[config.mk]
export PLATFORM = sky130hd
export DESIGN_NAME = angular_filter_accum
export DESIGN_NICKNAME = d
export VERILOG_FILES = /design/src/rtl/angular_filter_accum.sv
export SDC_FILE = /design/constraint.sdc
export NUM_CORES = 1
export LEC_CHECK = 0
export ABC_CLOCK_PERIOD_IN_PS = 3490
export CORE_ASPECT_RATIO = 0.9
export CORE_MARGIN = 3
export CORE_UTILIZATION = 54
export CTS_BUF_LIST = sky130_fd_sc_hd__clkbuf_4 sky130_fd_sc_hd__clkbuf_8
export DETAILED_ROUTE_END_ITERATION = 8
export PLACE_DENSITY = 0.83
export SLEW_MARGIN = 20
export SYNTH_ARGS = -nofsm -noshare
export SYNTH_HDL_FRONTEND = slang
export SYNTH_SLANG_ARGS = --single-unit
[constraint.sdc]
create_clock -name clk -period 3.49 [get_ports clk]
set_input_delay 0.5235 -clock clk [delete_from_list [all_inputs] [get_ports clk]]
set_output_delay 0.5235 -clock clk [all_outputs]
set_load 0.005 [all_outputs]
[src/rtl/angular_filter_accum.sv]
// Intra-angular prediction accumulator: sums four signed MCM products, rounds,
// shifts and clips to an unsigned sample through a 3-register valid/ready pipeline.
module angular_filter_accum #(
  parameter int IN_W  = 16,
  parameter int OUT_W = 8,
  parameter int SHIFT = 6,
  parameter int BLK_W = 16
) (
  input  logic                     clk,
  input  logic                     rst_n,
  input  logic                     flush,
  input  logic                     in_valid,
  output logic                     in_ready,
  input  logic [IN_W-1:0]          p0,
  input  logic [IN_W-1:0]          p1,
  input  logic [IN_W-1:0]          p2,
  input  logic [IN_W-1:0]          p3,
  output logic                     out_valid,
  input  logic                     out_ready,
  output logic [OUT_W-1:0]         out_sample,
  output logic [$clog2(BLK_W)-1:0] out_idx,
  output logic                     out_last
);

  localparam int IDX_W = $clog2(BLK_W);
  localparam int SW    = IN_W + 3;
  localparam logic signed [SW-1:0] RND_C  = SW'(1) <<< (SHIFT - 1);
  localparam logic signed [SW-1:0] MAX_C  = SW'((1 << OUT_W) - 1);
  localparam logic [IDX_W-1:0]     LAST_C = IDX_W'(BLK_W - 1);

  // One extra bit of headroom so the rounding offset cannot overflow the sum.
  function automatic logic [OUT_W-1:0] round_clip(input logic signed [IN_W+1:0] sum);
    logic signed [SW-1:0] r;
    r = ($signed({sum[IN_W+1], sum}) + RND_C) >>> SHIFT;
    if (r[SW-1]) begin
      round_clip = {OUT_W{1'b0}};
    end else if (r > MAX_C) begin
      round_clip = {OUT_W{1'b1}};
    end else begin
      round_clip = r[OUT_W-1:0];
    end
  endfunction

  logic                    v_s1_r, v_s2_r, v_out_r;
  logic signed [IN_W:0]    s01_r, s23_r;
  logic [OUT_W-1:0]        sample_s2_r, out_sample_r;
  logic [IDX_W-1:0]        out_idx_r;
  logic                    out_last_r;

  logic                    ld_out_s, drain_s, ld_s2_s, in_ready_s, accept_s;
  logic signed [IN_W:0]    s01_s, s23_s;
  logic signed [IN_W+1:0]  sum_s;
  logic [IDX_W-1:0]        idx_nxt_s;

  // Handshake: each stage loads when empty or when its successor moves on this cycle.
  always_comb begin
    drain_s    = v_out_r && out_ready;
    ld_out_s   = v_s2_r && (!v_out_r || out_ready);
    ld_s2_s    = v_s1_r && (!v_s2_r || ld_out_s);
    in_ready_s = !v_s1_r || ld_s2_s;
    accept_s   = in_valid && in_ready_s;
    s01_s      = $signed({p0[IN_W-1], p0}) + $signed({p1[IN_W-1], p1});
    s23_s      = $signed({p2[IN_W-1], p2}) + $signed({p3[IN_W-1], p3});
    sum_s      = $signed({s01_r[IN_W], s01_r}) + $signed({s23_r[IN_W], s23_r});
    if (out_idx_r == LAST_C) begin
      idx_nxt_s = {IDX_W{1'b0}};
    end else begin
      idx_nxt_s = out_idx_r + IDX_W'(1);
    end
  end

  // Pipeline registers and row index counter; flush clears exactly like reset.
  always_ff @(posedge clk or negedge rst_n) begin
    if (!rst_n) begin
      v_s1_r       <= 1'b0;
      v_s2_r       <= 1'b0;
      v_out_r      <= 1'b0;
      s01_r        <= '0;
      s23_r        <= '0;
      sample_s2_r  <= '0;
      out_sample_r <= '0;
      out_idx_r    <= '0;
      out_last_r   <= 1'b0;
    end else if (flush) begin
      v_s1_r       <= 1'b0;
      v_s2_r       <= 1'b0;
      v_out_r      <= 1'b0;
      s01_r        <= '0;
      s23_r        <= '0;
      sample_s2_r  <= '0;
      out_sample_r <= '0;
      out_idx_r    <= '0;
      out_last_r   <= 1'b0;
    end else begin
      if (accept_s) begin
        v_s1_r <= 1'b1;
        s01_r  <= s01_s;
        s23_r  <= s23_s;
      end else if (ld_s2_s) begin
        v_s1_r <= 1'b0;
      end

      if (ld_s2_s) begin
        v_s2_r      <= 1'b1;
        sample_s2_r <= round_clip(sum_s);
      end else if (ld_out_s) begin
        v_s2_r <= 1'b0;
      end

      if (ld_out_s) begin
        v_out_r      <= 1'b1;
        out_sample_r <= sample_s2_r;
      end else if (drain_s) begin
        v_out_r <= 1'b0;
      end

      // Index tracks the presented sample, so it advances with the transfer itself.
      if (drain_s) begin
        out_idx_r  <= idx_nxt_s;
        out_last_r <= (idx_nxt_s == LAST_C);
      end
    end
  end

  assign in_ready   = in_ready_s;
  assign out_valid  = v_out_r;
  assign out_sample = out_sample_r;
  assign out_idx    = out_idx_r;
  assign out_last   = out_last_r;

endmodule

== Yosys cells after proc, flatten, opt, wreduce, memory -nomap -nowiden ==
Cells that the tools add are included.

* Bits in registers: 58
* Latch bits: 0
* Memory bits (writable): 0
* Memory bits (read-only): 0
* Bits of input ports: 69
* Output and inout bits: 15
* Word-level logic and storage cells: 58
* Memories: 0

* $add $sub $neg: 5
* Multipliers: 0
* Div/mod/pow operators: 0
* Order comparisons: 1
* Equal/unequal tests: 2
* Shifts and indexed selects: 0
* Mux-type cells: 24
* Bitwise logic cells: 0
* Reductions and logical operators: 17

{| class="wikitable"
|+ Operators with widths
! cell !! number
|-
| 17-bit 2-to-1 mux || 4
|-
| 8-bit 2-to-1 mux || 6
|-
| 16-bit by 16-bit adder with 17-bit output || 2
|-
| 18-bit by 7-bit adder with 19-bit output, second input constant || 1
|-
| 17-bit by 17-bit adder with 18-bit output || 1
|-
| 13-bit by 9-bit greater-than comparator with 1-bit output, second input constant || 1
|-
| 4-bit 2-to-1 mux || 3
|-
| 1-bit 2-to-1 mux || 11
|-
| 3-bit nonzero test || 3
|-
| 4-bit == test, second input constant || 2
|-
| 2-bit nonzero test || 4
|-
| 4-bit by 1-bit adder with 4-bit output, second input constant || 1
|-
| 1-bit logical AND || 4
|-
| 1-bit zero test || 3
|-
| 1-bit logical OR || 3
|}

== Longest topological paths before layout ==
* Depth in word-level cells: 9
* Depth in mapped cells: 12
* Gate-level depth less buffers: 12

== Worst setup path after synthesis ==
OpenSTA, ideal clock, no wires.

* Kind: in2reg
* Start: input p0[0]
* End: register s01_r[14]
* Setup time: 0.121 ns
* Arrival time: 2.585 ns
* Setup slack: 0.784 ns
* Stages on the path: 10
* Path through: ha_1 -> fa_1 -> a21o_1 -> a21o_1 -> and2_4 -> o41ai_2 -> o21ai_1 -> o41ai_2 -> xnor2_1 -> a22o_1

* Longest elaborated chain between the ends: 3

{| class="wikitable"
|+ Ends and longest elaborated chain
! element !! RTL line !! source
|-
| from (decl) || 14 || <nowiki>input logic [IN_W-1:0] p0,</nowiki>
|-
| 16-bit by 16-bit adder with 17-bit output || 62 || <nowiki>s01_s = $signed({p0[IN_W-1], p0}) + $signed({p1[IN_W-1], p1});</nowiki>
|-
| 17-bit 2-to-1 mux || 95 || <nowiki>if (accept_s) begin</nowiki>
|-
| 17-bit 2-to-1 mux || 84 || <nowiki>end else if (flush) begin</nowiki>
|-
| to (signal assigned) || 97 || <nowiki>s01_r <= s01_s;</nowiki>
|-
| to (decl) || 45 || <nowiki>logic signed [IN_W:0] s01_r, s23_r;</nowiki>
|}

No other way between the ends. The select of a mux whose other input is x is not followed.
A chain may end at the register's enable or synchronous reset.

== Final worst setup path ==
* Start: input p2[0]
* End: register s23_r[14]

* Longest elaborated chain between the ends: 3

{| class="wikitable"
|+ Ends and longest elaborated chain
! element !! RTL line !! source
|-
| from (decl) || 16 || <nowiki>input logic [IN_W-1:0] p2,</nowiki>
|-
| 16-bit by 16-bit adder with 17-bit output || 63 || <nowiki>s23_s = $signed({p2[IN_W-1], p2}) + $signed({p3[IN_W-1], p3});</nowiki>
|-
| 17-bit 2-to-1 mux || 95 ||
|-
| 17-bit 2-to-1 mux || 84 ||
|-
| to (signal assigned) || 98 || <nowiki>s23_r <= s23_s;</nowiki>
|-
| to (decl) || 45 ||
|}

No other way between the ends. The select of a mux whose other input is x is not followed.

==> metrics.txt <==
CTS tree done; Syn-to-layout area delta 26.3%; CP startpoint kind input port; Critical Path AT 3.25 ns; Total Routing Usage GR 0.224; fin. max-slew vios 0; DPL Wire Length 8060 um; Yosys warnings 0; # DRC 0; drt wl/cell between 15 and 20 um; crit path time final approximately 3 ns; RSZ-0062 raised after global routing false; cell count after synthesis ~450; Syn Nets 584; Peak Freq 333 MHz; CTS Buf Count 9; max_slew headroom 0.584; Post-DRT Antenna Nets 0; critical path endpoint category flip-flop; # rows 30; Final Util 0.717; final hold violation count 0; clk sinks 58; Mapped Area 0.00439 mm^2; power density over cell area approximately 370 mW/mm^2; Synth Flop Type dfrtp_1; syn avg cell area 9.82 um^2; nets 675; area of the core 0.00773 mm^2; Max Clock Skew between 0.009 and 0.01 ns; RePlAce Congestion 0.880; asr flop ratio synth 1.00; antenna violations before repair 0; vias in the first global route 3814; worst skew pair latency 0.35 ns; Post-CTS Resized 0; outcome complete, no violations; crit-path max FO 3; clock root cell clkbuf_8; Max-Cap Viols 0; antenna diode count 0; final wirelength 10000 um; Die Ht 91.5 um; Post-CTS Hold Fix Bufs 0; Detailed Routing Iterations Pass 1 4; 1st-iter DRT viols 135; actual slew at the worst max-slew pin 0.624 ns; full die area 0.00925 mm^2; Crit path required time 3.73 ns; clk buf depth 2; TNS Setup 0 ns; DP Area ~0.0054 mm^2; top-level I/O count 84; Static Leak 0.00269 uW; CP Class in2reg; design area roughly 0.0055 mm^2; Vias about 3800; Starting Density 0.568; Hold Crit Class in2async; H-tree levels 3; # port buffers 83; Post-CTS Setup Inserts 0; final setup fails 0; clock slew at reported path FFs 0.07 ns; VDD IR-drop max 0.000251 V; via/cell ratio 5.89; Yosys reg bits between 50 and 60; post-synthesis cell type count 53; Overflow after GRT 0; EDFF count, synth 0; largest net degree at the start of global routing 35; layout cell share with drive strength beyond 1 0.0626; first-pass GRT wire length roughly 17000 um; DIE WIDTH 101 um; register area share after synthesis 0.331; final clock period utilization by the worst path 0.861
## state kept, by name, summed over array words and instances (netlist names)
| register | cells |
|---|---|
| s01_r | 17 |
| sample_s2_r | 8 |
| v_s2_r | 1 |
| out_idx | 4 |
| v_s1_r | 1 |
| out_sample | 8 |
| s23_r | 17 |
| out_valid | 1 |
| out_last | 1 |
## path summary, 6_finish.rpt
path | cells after the start | from | end | slack, ns
min reg2reg | 1 | s01_r[0]$_DFFE_PN0P_ | s01_r[0]$_DFFE_PN0P_ | 0.51
min in group clk | 1 | s01_r[0]$_DFFE_PN0P_ | s01_r[0]$_DFFE_PN0P_ | 0.51
min | 1 | rst_n | out_sample[2]$_DFFE_PN0P_ | 0.19
max | 11 | p2[0] | s23_r[14]$_DFFE_PN0P_ | 0.48
max reg2reg | 10 | s01_r[3]$_DFFE_PN0P_ | sample_s2_r[5]$_DFFE_PN0P_ | 0.65
max in group asynchronous | 2 | rst_n | s01_r[13]$_DFFE_PN0P_ | 2.49
## where the power goes
part	total (uW)	switching, uW	internal, uW	leakage (uW)
clock network	610	282	327	0.0000954
logic	643	324	319	0.00181
registers	779	46.6	732	0.000780
## per-layer routing
metal,GRT usage,up-vias,wire length (um)
met3,0.0422,16,464
met5,0,-,0
met2,0.381,99,5000
met4,0.0742,0,187
li1,-,1867,-
met1,0.284,1784,4360
## worst max-delay path, cell delays in order
cell             delay [ns]
clkdlybuf4s50_1        0.41
ha_1                   0.24
fa_1                   0.44
a211oi_1               0.36
o21a_1                 0.25
o41ai_2                0.12
a31o_1                 0.25
a21o_1                 0.20
a21oi_1                0.18
xnor2_1                0.08
a22o_1                 0.19
## metrics by stage
step	hold WS, ns	total power [uW]	instances	setup slack (ns)
floorplan	0.228	1210	447	0.784
finish	0.189	2030	639	0.484
global route	0.235	2150	639	0.314
detailed placement	0.493	1430	623	0.133
global placement	0.492	1400	623	0.276
CTS	0.205	2040	639	0.491
## Yosys cell counts, drive strengths merged, types with 3 or more instances
library cell | n | area share
ha | 66 | 0.19
dfrtp | 58 | 0.33
a21oi | 36 | 0.041
a22o | 31 | 0.062
nor2 | 31 | 0.027
nand2 | 26 | 0.022
xnor2 | 24 | 0.048
o21ai | 18 | 0.021
a21o | 16 | 0.028
inv | 16 | 0.014
nand3 | 11 | 0.013
xor2 | 11 | 0.022
nor3 | 10 | 0.011
mux2i | 9 | 0.021
clkbuf | 8 | 0.0068
o21a | 7 | 0.012
o41ai | 6 | 0.019
a22oi | 5 | 0.0086
o21bai | 5 | 0.0086
a311oi | 4 | 0.0080
nand4 | 4 | 0.0057
or3 | 4 | 0.0057
a31oi | 3 | 0.0043
a32oi | 3 | 0.0060
or2 | 3 | 0.0043
## kinds of logic after synthesis
family          count (synthesis)  synth area share
mux                             9            0.0205
simple gates                  104             0.113
xor+xnor                       35            0.0698
flops                          58             0.331
buf+inv                        25            0.0214
compound gates                148             0.247
fa+ha+maj                      68             0.197
## cells in the final DEF, fill, tap and decap left out, types with 6 or more instances in the layout
master / Yosys / final
clkdlybuf4s50_1: 0 / 82
ha_1: 66 / 66
dfrtp_1: 58 / 58
a21oi_1: 36 / 35
a22o_1: 31 / 31
nor2_1: 31 / 30
nand2_1: 26 / 26
xnor2_1: 24 / 24
inv_1: 16 / 16
a21o_1: 15 / 15
o21ai_1: 12 / 12
nand3_1: 11 / 11
xor2_1: 11 / 11
nor3_1: 10 / 10
mux2i_1: 9 / 9
clkbuf_8: 0 / 9
o21a_1: 7 / 7
o21ai_0: 6 / 6
buf_4: 0 / 6
## final cells by class
class                      instances  area (um^2)
multi-input combinational        364         2850
fill                             612         2190
inverter                          16         60.1
timing repair buffer              89          871
sequential                        58         1450
clock buffer                       9          124
clock inverter                     7         68.8
tap                               96          120
(Power assumes the default switching activity.)
